`src/rtl/if_fetch_queue.sv`:
```
// Instruction-fetch front end: drives a synchronous ROM and buffers (address, instruction) pairs in a prefetch FIFO.
// Optional macro FETCH_BYPASS_EN presents a response arriving at an empty FIFO on the outputs in the same cycle.
module if_fetch_queue #(
  parameter int unsigned DEPTH    = 4,
  parameter logic [31:0] RESET_PC = 32'h0000_0000
) (
  input  logic                     clk,
  input  logic                     reset,
  input  logic                     PC_IFWrite,
  input  logic                     Redirect,
  input  logic [31:0]              RedirectAddr,
  output logic                     ImemReq,
  output logic [31:0]              ImemAddr,
  input  logic [31:0]              ImemData,
  output logic                     Valid_if,
  output logic [31:0]              PC,
  output logic [31:0]              NextPC_if,
  output logic [31:0]              Instruction_if,
  output logic [$clog2(DEPTH):0]   Count
);

  localparam int unsigned PW = $clog2(DEPTH);
  localparam int unsigned CW = PW + 1;
  localparam logic [CW:0] DEPTH_W = DEPTH[CW:0];

  logic [31:0]   fetch_pc_q, fetch_pc_d;
  logic          inflight_q, inflight_d;
  logic [31:0]   resp_addr_q;
  logic [PW-1:0] head_q, head_d, tail_q, tail_d;
  logic [CW-1:0] count_q, count_d;

  logic [31:0]   data_mem [DEPTH];
  logic [31:0]   addr_mem [DEPTH];

  logic          fifo_empty, push, pop, wr_en, rd_en, bypass_take;
  logic [CW:0]   occ_after;
  logic [31:0]   head_pc, head_instr;

  assign fifo_empty = (count_q == '0);
  // A response issued in the cycle before a redirect belongs to the old stream and is dropped.
  assign push       = inflight_q & ~Redirect;

`ifdef FETCH_BYPASS_EN
  assign Valid_if    = ~fifo_empty | push;
  assign head_pc     = fifo_empty ? resp_addr_q : addr_mem[head_q];
  assign head_instr  = fifo_empty ? ImemData    : data_mem[head_q];
  assign bypass_take = fifo_empty & pop;
`else
  assign Valid_if    = ~fifo_empty;
  assign head_pc     = addr_mem[head_q];
  assign head_instr  = data_mem[head_q];
  assign bypass_take = 1'b0;
`endif

  assign pop   = Valid_if & PC_IFWrite;
  assign wr_en = push & ~bypass_take;
  assign rd_en = pop & ~bypass_take;

  // Occupancy after this cycle's push/pop must leave room for the response a new request creates.
  assign occ_after = {1'b0, count_q} + {{CW{1'b0}}, inflight_q} - {{CW{1'b0}}, pop};
  assign ImemReq   = ~reset & ~Redirect & (occ_after < DEPTH_W);
  assign ImemAddr  = fetch_pc_q;

  assign PC             = Valid_if ? head_pc : fetch_pc_q;
  assign NextPC_if      = PC + 32'd4;
  assign Instruction_if = Valid_if ? head_instr : 32'h0;
  assign Count          = count_q;

  always_comb begin
    // NOTE: every next-state signal gets a default first so no path infers a latch.
    fetch_pc_d = fetch_pc_q;
    inflight_d = 1'b0;
    head_d     = head_q;
    tail_d     = tail_q;
    count_d    = count_q;
    if (Redirect) begin
      fetch_pc_d = {RedirectAddr[31:2], 2'b00};
      head_d     = '0;
      tail_d     = '0;
      count_d    = '0;
    end else begin
      if (ImemReq) begin
        fetch_pc_d = fetch_pc_q + 32'd4;
        inflight_d = 1'b1;
      end
      if (wr_en) tail_d = tail_q + {{(PW-1){1'b0}}, 1'b1};
      if (rd_en) head_d = head_q + {{(PW-1){1'b0}}, 1'b1};
      count_d = count_q + {{PW{1'b0}}, wr_en} - {{PW{1'b0}}, rd_en};
    end
  end

  always_ff @(posedge clk) begin
    if (reset) begin
      fetch_pc_q  <= RESET_PC;
      inflight_q  <= 1'b0;
      resp_addr_q <= RESET_PC;
      head_q      <= '0;
      tail_q      <= '0;
      count_q     <= '0;
    end else begin
      fetch_pc_q  <= fetch_pc_d;
      inflight_q  <= inflight_d;
      resp_addr_q <= fetch_pc_q;
      head_q      <= head_d;
      tail_q      <= tail_d;
      count_q     <= count_d;
    end
  end

  // NOTE: FIFO storage is not reset; Count and the pointers alone decide which entries are live.
  always_ff @(posedge clk) begin
    if (wr_en) begin
      data_mem[tail_q] <= ImemData;
      addr_mem[tail_q] <= resp_addr_q;
    end
  end

endmodule

```
`config.mk`:
```
export PLATFORM = sky130hd
export DESIGN_NAME = if_fetch_queue
export DESIGN_NICKNAME = d
export VERILOG_FILES = /design/src/rtl/if_fetch_queue.sv
export SDC_FILE = /design/constraint.sdc
export NUM_CORES = 1
export LEC_CHECK = 0
export CELL_PAD_IN_SITES_DETAIL_PLACEMENT = 0
export CELL_PAD_IN_SITES_GLOBAL_PLACEMENT = 2
export CORE_MARGIN = 2
export CORE_UTILIZATION = 38
export CTS_BUF_LIST = sky130_fd_sc_hd__clkbuf_16
export DETAILED_ROUTE_END_ITERATION = 8
export MAX_ROUTING_LAYER = met4
export PLACE_DENSITY_LB_ADDON = 0.3
export SYNTH_ARGS = -nofsm -noshare
export SYNTH_HDL_FRONTEND = slang
export SYNTH_SLANG_ARGS = --single-unit
```
`constraint.sdc`:
```
create_clock -name clk -period 6.3 [get_ports clk]
set_input_delay 1.89 -clock clk [delete_from_list [all_inputs] [get_ports clk]]
set_output_delay 1.89 -clock clk [all_outputs]
set_load 0.05 [all_outputs]
```
Word level (Yosys, flattened, before mapping) --
Memory sizes are Yosys's and may differ from the RTL's. A register that Yosys moved wholly into a read port is not among the register bits. Cells that the tools add are included. Widths: inputs -> output; s select.
Storage, ports and cells: bits in registers 72, memory bits (writable) 256, bits of input ports 68, output and inout port bits 133, word-level logic and storage cells 39, memories kept 2
Cells by class: add/subtract/negate cells 8, order comparisons 1, muxes and demuxes 11, bitwise gates (word level) 7, reduce and logical (&&, ||, !) cells 3
Memories:
- addr_mem | words 4, bits a word 32, rd ports 1, clocked after memory_dff 1, wr ports 1, RTL line 33 | logic [31:0] addr_mem [DEPTH];
- data_mem | words 4, bits a word 32, rd ports 1, clocked after memory_dff 1, wr ports 1, RTL line 32 | logic [31:0] data_mem [DEPTH];
Operators with widths (count):
- $mux 32 | 4
- $add 32x3->32 const B | 2
- $mux 2 | 4
- $add 2x1->2 const B | 2
- $add 3x1->4 | 1
- $and 1x1->1 | 4
- $lt 4x3->1 const B | 1
- $sub 4x1->4 | 1
- $add 3x1->3 | 1
- $logic_not 3->1 | 1
- $mux 1 | 3
- $not 1->1 | 3
- $sub 3x1->3 | 1
- $reduce_bool 2->1 | 1
- $reduce_or 2->1 | 1

Depth between registers and ports, before layout --
Gate-level depths: netlist of run 1.
depth in word-level cells 8, depth in mapped cells 15, mapped depth without buffers 11

Worst setup path after synthesis of run 1 --
OpenSTA, ideal clock, no wires.
kind register to output, start register count_q[0], in the netlist Count[0], end output port NextPC_if[20], arrival time 4.936 ns, required time 4.410 ns, path slack -0.526 ns, stages on the path, launching flop included 16, buffers on the path 5, cells stage by stage dfxtp_1 nor3_1 inv_2 buf_4 clkbuf_1 clkbuf_1 clkbuf_1 nand2_1 nand2_1 ha_1 inv_1 a211oi_1 and2_1 clkbuf_1 nand3_1 xnor2_1
On the way: word-level cells in the longest chain between the ends 3
RTL lines:
- from (decl) | RTL line 30 | logic [CW-1:0] count_q, count_d;
- from (signal assigned) | RTL line 106 | count_q <= count_d;
- $logic_not 3->1 | RTL line 39 | assign fifo_empty = (count_q == '0);
- $mux 32 | RTL line 64 | assign PC = Valid_if ? head_pc : fetch_pc_q;
- net PC[3] | RTL line 16 | output logic [31:0] PC,
- $add 32x3->32 | RTL line 65 | assign NextPC_if = PC + 32'd4;
- to (decl) | RTL line 17 | output logic [31:0] NextPC_if,
The timed path passes the listed nets, and every way through them passes these cells.

Final worst setup path of run 1 --
start input port PC_IFWrite, end output port ImemReq
On the way: word-level cells in the longest chain between the ends 4
RTL lines:
- from (decl) | RTL line 9 | input logic PC_IFWrite,
- $and 1x1->1 | RTL line 55 | assign pop = Valid_if & PC_IFWrite;
- $sub 4x1->4 | RTL line 60 | assign occ_after = {1'b0, count_q} + {{CW{1'b0}}, inflight_q} - {{CW{1'b0}}, pop};
- $lt 4x3->1 | RTL line 61 | assign ImemReq = ~reset & ~Redirect & (occ_after < DEPTH_W);
- $and 1x1->1 | RTL line 61
- to (decl) | RTL line 12 | output logic ImemReq,
Every way passes these cells.

==> impl_metrics.py, run 1 <==
metrics = {
    "synthesis": {
        "yosysSeqAreaShare_pct": 66.7,
        "yosys_register_bits": 318,
        "yosysWarnings": 0,
        "syn_area_mm2": 0.0133,
        "postSynthCellCount": 893,
        "synth_common_cells": "edfxtp_1 (248), nand2_1 (105), dfxtp_1 (70)",
        "avgSynthCellArea_um2": 14.9,
        "synth_top_area_share_pct": 56.1,
        "ys_types": 54,
        "post-synth-top-count-cell": "edfxtp_1",
        "synthArstFlopShare_pct": 0,
        "netlist_top_cells_area": "edfxtp_1 (56%), dfxtp_1 (11%), mux4_2 (9.7%)",
        "yosysTopAreaCell": "edfxtp_1",
        "synth_edf_count": 248,
        "synth-main-ff-cell": "edfxtp_1",
    },
    "setup_path": {
        "critPathArrivalTime_ns": 4.19,
        "crit_path_max_fanout": 4,
        "required_ns": 4.41,
        "path_cells": "clkdlybuf4s50_1 > nand2_1 > or2_2 > ha_1 > a31o_2 > a311o_1 > nand2_1 > clkinv_1 > buf_12",
        "rrSetupSlack_ns": 2.40,
        "cp-start-kind": "input port",
        "path_delay_family": "buffers and inverters",
        "cp_num_buf_inv": 3,
        "crit_type": "input port to primary output",
        "max_stage_delay_ns": 0.52,
        "cp_slowest_cell": "clkdlybuf4s50_1",
        "cpMostUsedCell": "nand2_1",
        "cp-end-kind": "primary output",
    },
    "timing": {
        "clock-skew-final_ns": 0.0163,
        "report.final.slew_viol_count": 0,
        "finalSetupViolCount": 0,
        "period_needed_ns": 6.08,
        "finalHoldViolations": 0,
        "worst_pin_slew_ns": 1.00,
        "slew_headroom_pct": 33.1,
        "max_freq_mhz": 165,
        "setup-tns-final_ns": 0,
        "grt_setup_unrepaired": "no",
        "hold_ws_ns": 0.474,
        "fin_crit_sh_pct": 96.5,
    },
    "global_route": {
        "grt_max_degree": 63,
        "grt_pass1_wl_um": 49100,
        "grt.overflow.total": 0,
        "grt_pass1_vias": 8330,
        "grt_antenna_before_repair": 0,
        "grt.total_usage_pct": 18.3,
    },
    "finish": {
        "stdcell_area_mm2": 0.0170,
        "fin_util_pct": 49.5,
        "final_nets": 1175,
        "antennaDiodeCount": 0,
        "drive_gt1_share_pct": 15.9,
        "nFillCells": 2963,
        "syn_to_final_growth_pct": 28.4,
        "multi_input_area_mm2": 0.00415,
        "final_cells": 1577,
        "regArea_mm2": 0.00886,
    },
    "power": {
        "power-per-cell-area_mw_per_mm2": 290,
        "leakagePower_nw": 5.70,
        "ir_drop_uv": 158,
    },
    "clock_tree": {
        "clockBufferDepth": 3,
        "post_cts_buffers": 0,
        "cts_resized": 0,
        "cts_buffers": 35,
        "cts_hold_buf": 0,
        "root_buffer": "clkbuf_16",
        "path_clk_slew_ns": 0.06,
        "clk-insertion-delay-late_ns": 0.51,
        "cts.sinks": 318,
        "htreeDepth": 2,
        "cts_tree": "done",
    },
    "flow_run": {
        "drv_cap": 0,
    },
    "place": {
        "dp_hpwl_um": 21600,
        "dp.cells": 1515,
        "io_buffers": 192,
        "gp_congestion": 0.793,
        "place_area_mm2": 0.0160,
    },
    "run_status": {
        "status": "completed",
    },
    "detailed_routing": {
        "num_vias": 8009,
        "drt-initial-drc-count": 576,
        "drt-total-wl_um": 31900,
        "antenna_left": 0,
        "drcViolationCount": 0,
        "firstDrtPassIters": 6,
        "routedWlPerCell_um": 20.2,
        "vias_per_cell": 5.08,
    },
    "min_path": {
        "hp-class": "register to register",
    },
    "die": {
        "dieHeight_um": 191,
        "core_mm2": 0.0345,
        "die-area_mm2": 0.0364,
        "pin_count": 201,
        "fp-row-count": 68,
        "fp.dieW_um": 191,
        "start_util_pct": 38.5,
    },
}
-- per-layer routing --
layer | global-route usage, % | routed length [µm] | up-vias
met5 | - | 0 | -
met4 | 4.11 | 518 | 0
met3 | 2.61 | 1370 | 38
met2 | 30.4 | 15800 | 208
met1 | 23.8 | 14200 | 3977
li1 | - | - | 3786
-- cells in the final DEF, fill, tap and decap left out, types with 29 or more instances in the layout --
cell type,synthesis,routed
and2_1,42,38
clkbuf_16,0,35
clkdlybuf4s50_1,0,169
dfxtp_1,70,65
edfxtp_1,248,248
inv_1,24,37
mux4_2,57,57
nand2_1,105,105
nand3_1,33,33
nor2_1,35,35
nor2b_1,29,29
-- path summary, 6_finish.rpt --
path,from,endpoint,depth (start not counted)
worst max register to register,Count[0],ImemAddr[24],12
worst min register to register,resp_addr_q[30],addr_mem[1][30],0
worst max-delay path,PC_IFWrite,ImemReq,9
worst min-delay path,resp_addr_q[30],addr_mem[1][30],0
-- power breakdown --
group          internal (mW)  switching, mW
combinational          0.278          0.473
sequential              2.30         0.0492
clock                   1.05          0.780
total                   3.63           1.30
-- registers in the layout, summed over array words and instances, names as in the netlist, named ones only --
signal,flops
Count,3
ImemAddr,30
addr_mem,120
data_mem,128
head_q,2
inflight_q,1
resp_addr_q,30
tail_q,2
-- through the flow --
step / setup slack, ns / total power [mW]
after floorplan: 0.134 / 2.83
after global routing: 0.0495 / 5.11
after CTS: 0.214 / 4.99
after detailed placement: 0.225 / 3.15
after global placement: 0.200 / 3.15
final: 0.222 / 4.94
-- layout make-up --
| class | instances | area share [%] |
|---|---|---|
| Sequential cell | 318 | 52.0 |
| Clock buffer | 35 | 5.14 |
| Multi-Input combinational cell | 499 | 24.3 |
| Inverter | 26 | 0.573 |
| Tap cell | 455 | 3.34 |
| Clock inverter | 27 | 0.977 |
| Timing Repair Buffer | 217 | 13.7 |
-- kinds of logic (layout without fill, tap and decap cells) --
group | Yosys count | in the layout | synth area share [%]
adders and majority gates | 10 | 10 | 0.999
and+or+nand+nor | 299 | 299 | 11.2
other | 1 | 6 | 0.0283
AOI/OAI and AO/OA | 69 | 69 | 4.08
DFF | 318 | 318 | 66.7
muxes | 72 | 72 | 11.4
buffers and inverters | 81 | 305 | 2.79
xor gates and xnor gates | 43 | 43 | 2.84
(Power assumes the default switching activity.)
==> run 2, diff against run 1 <==
Settings changed: CTS_CLUSTER_SIZE from default to 20.
==> results of run 2 <==
The final DEF is identical to that of run 1; final timing and power are the same.
==> run 3, diff against run 2 <==
Settings changed: SKIP_LAST_GASP from default to 1.
==> results of run 3 <==
The final DEF is identical to that of run 1; final timing and power are the same.
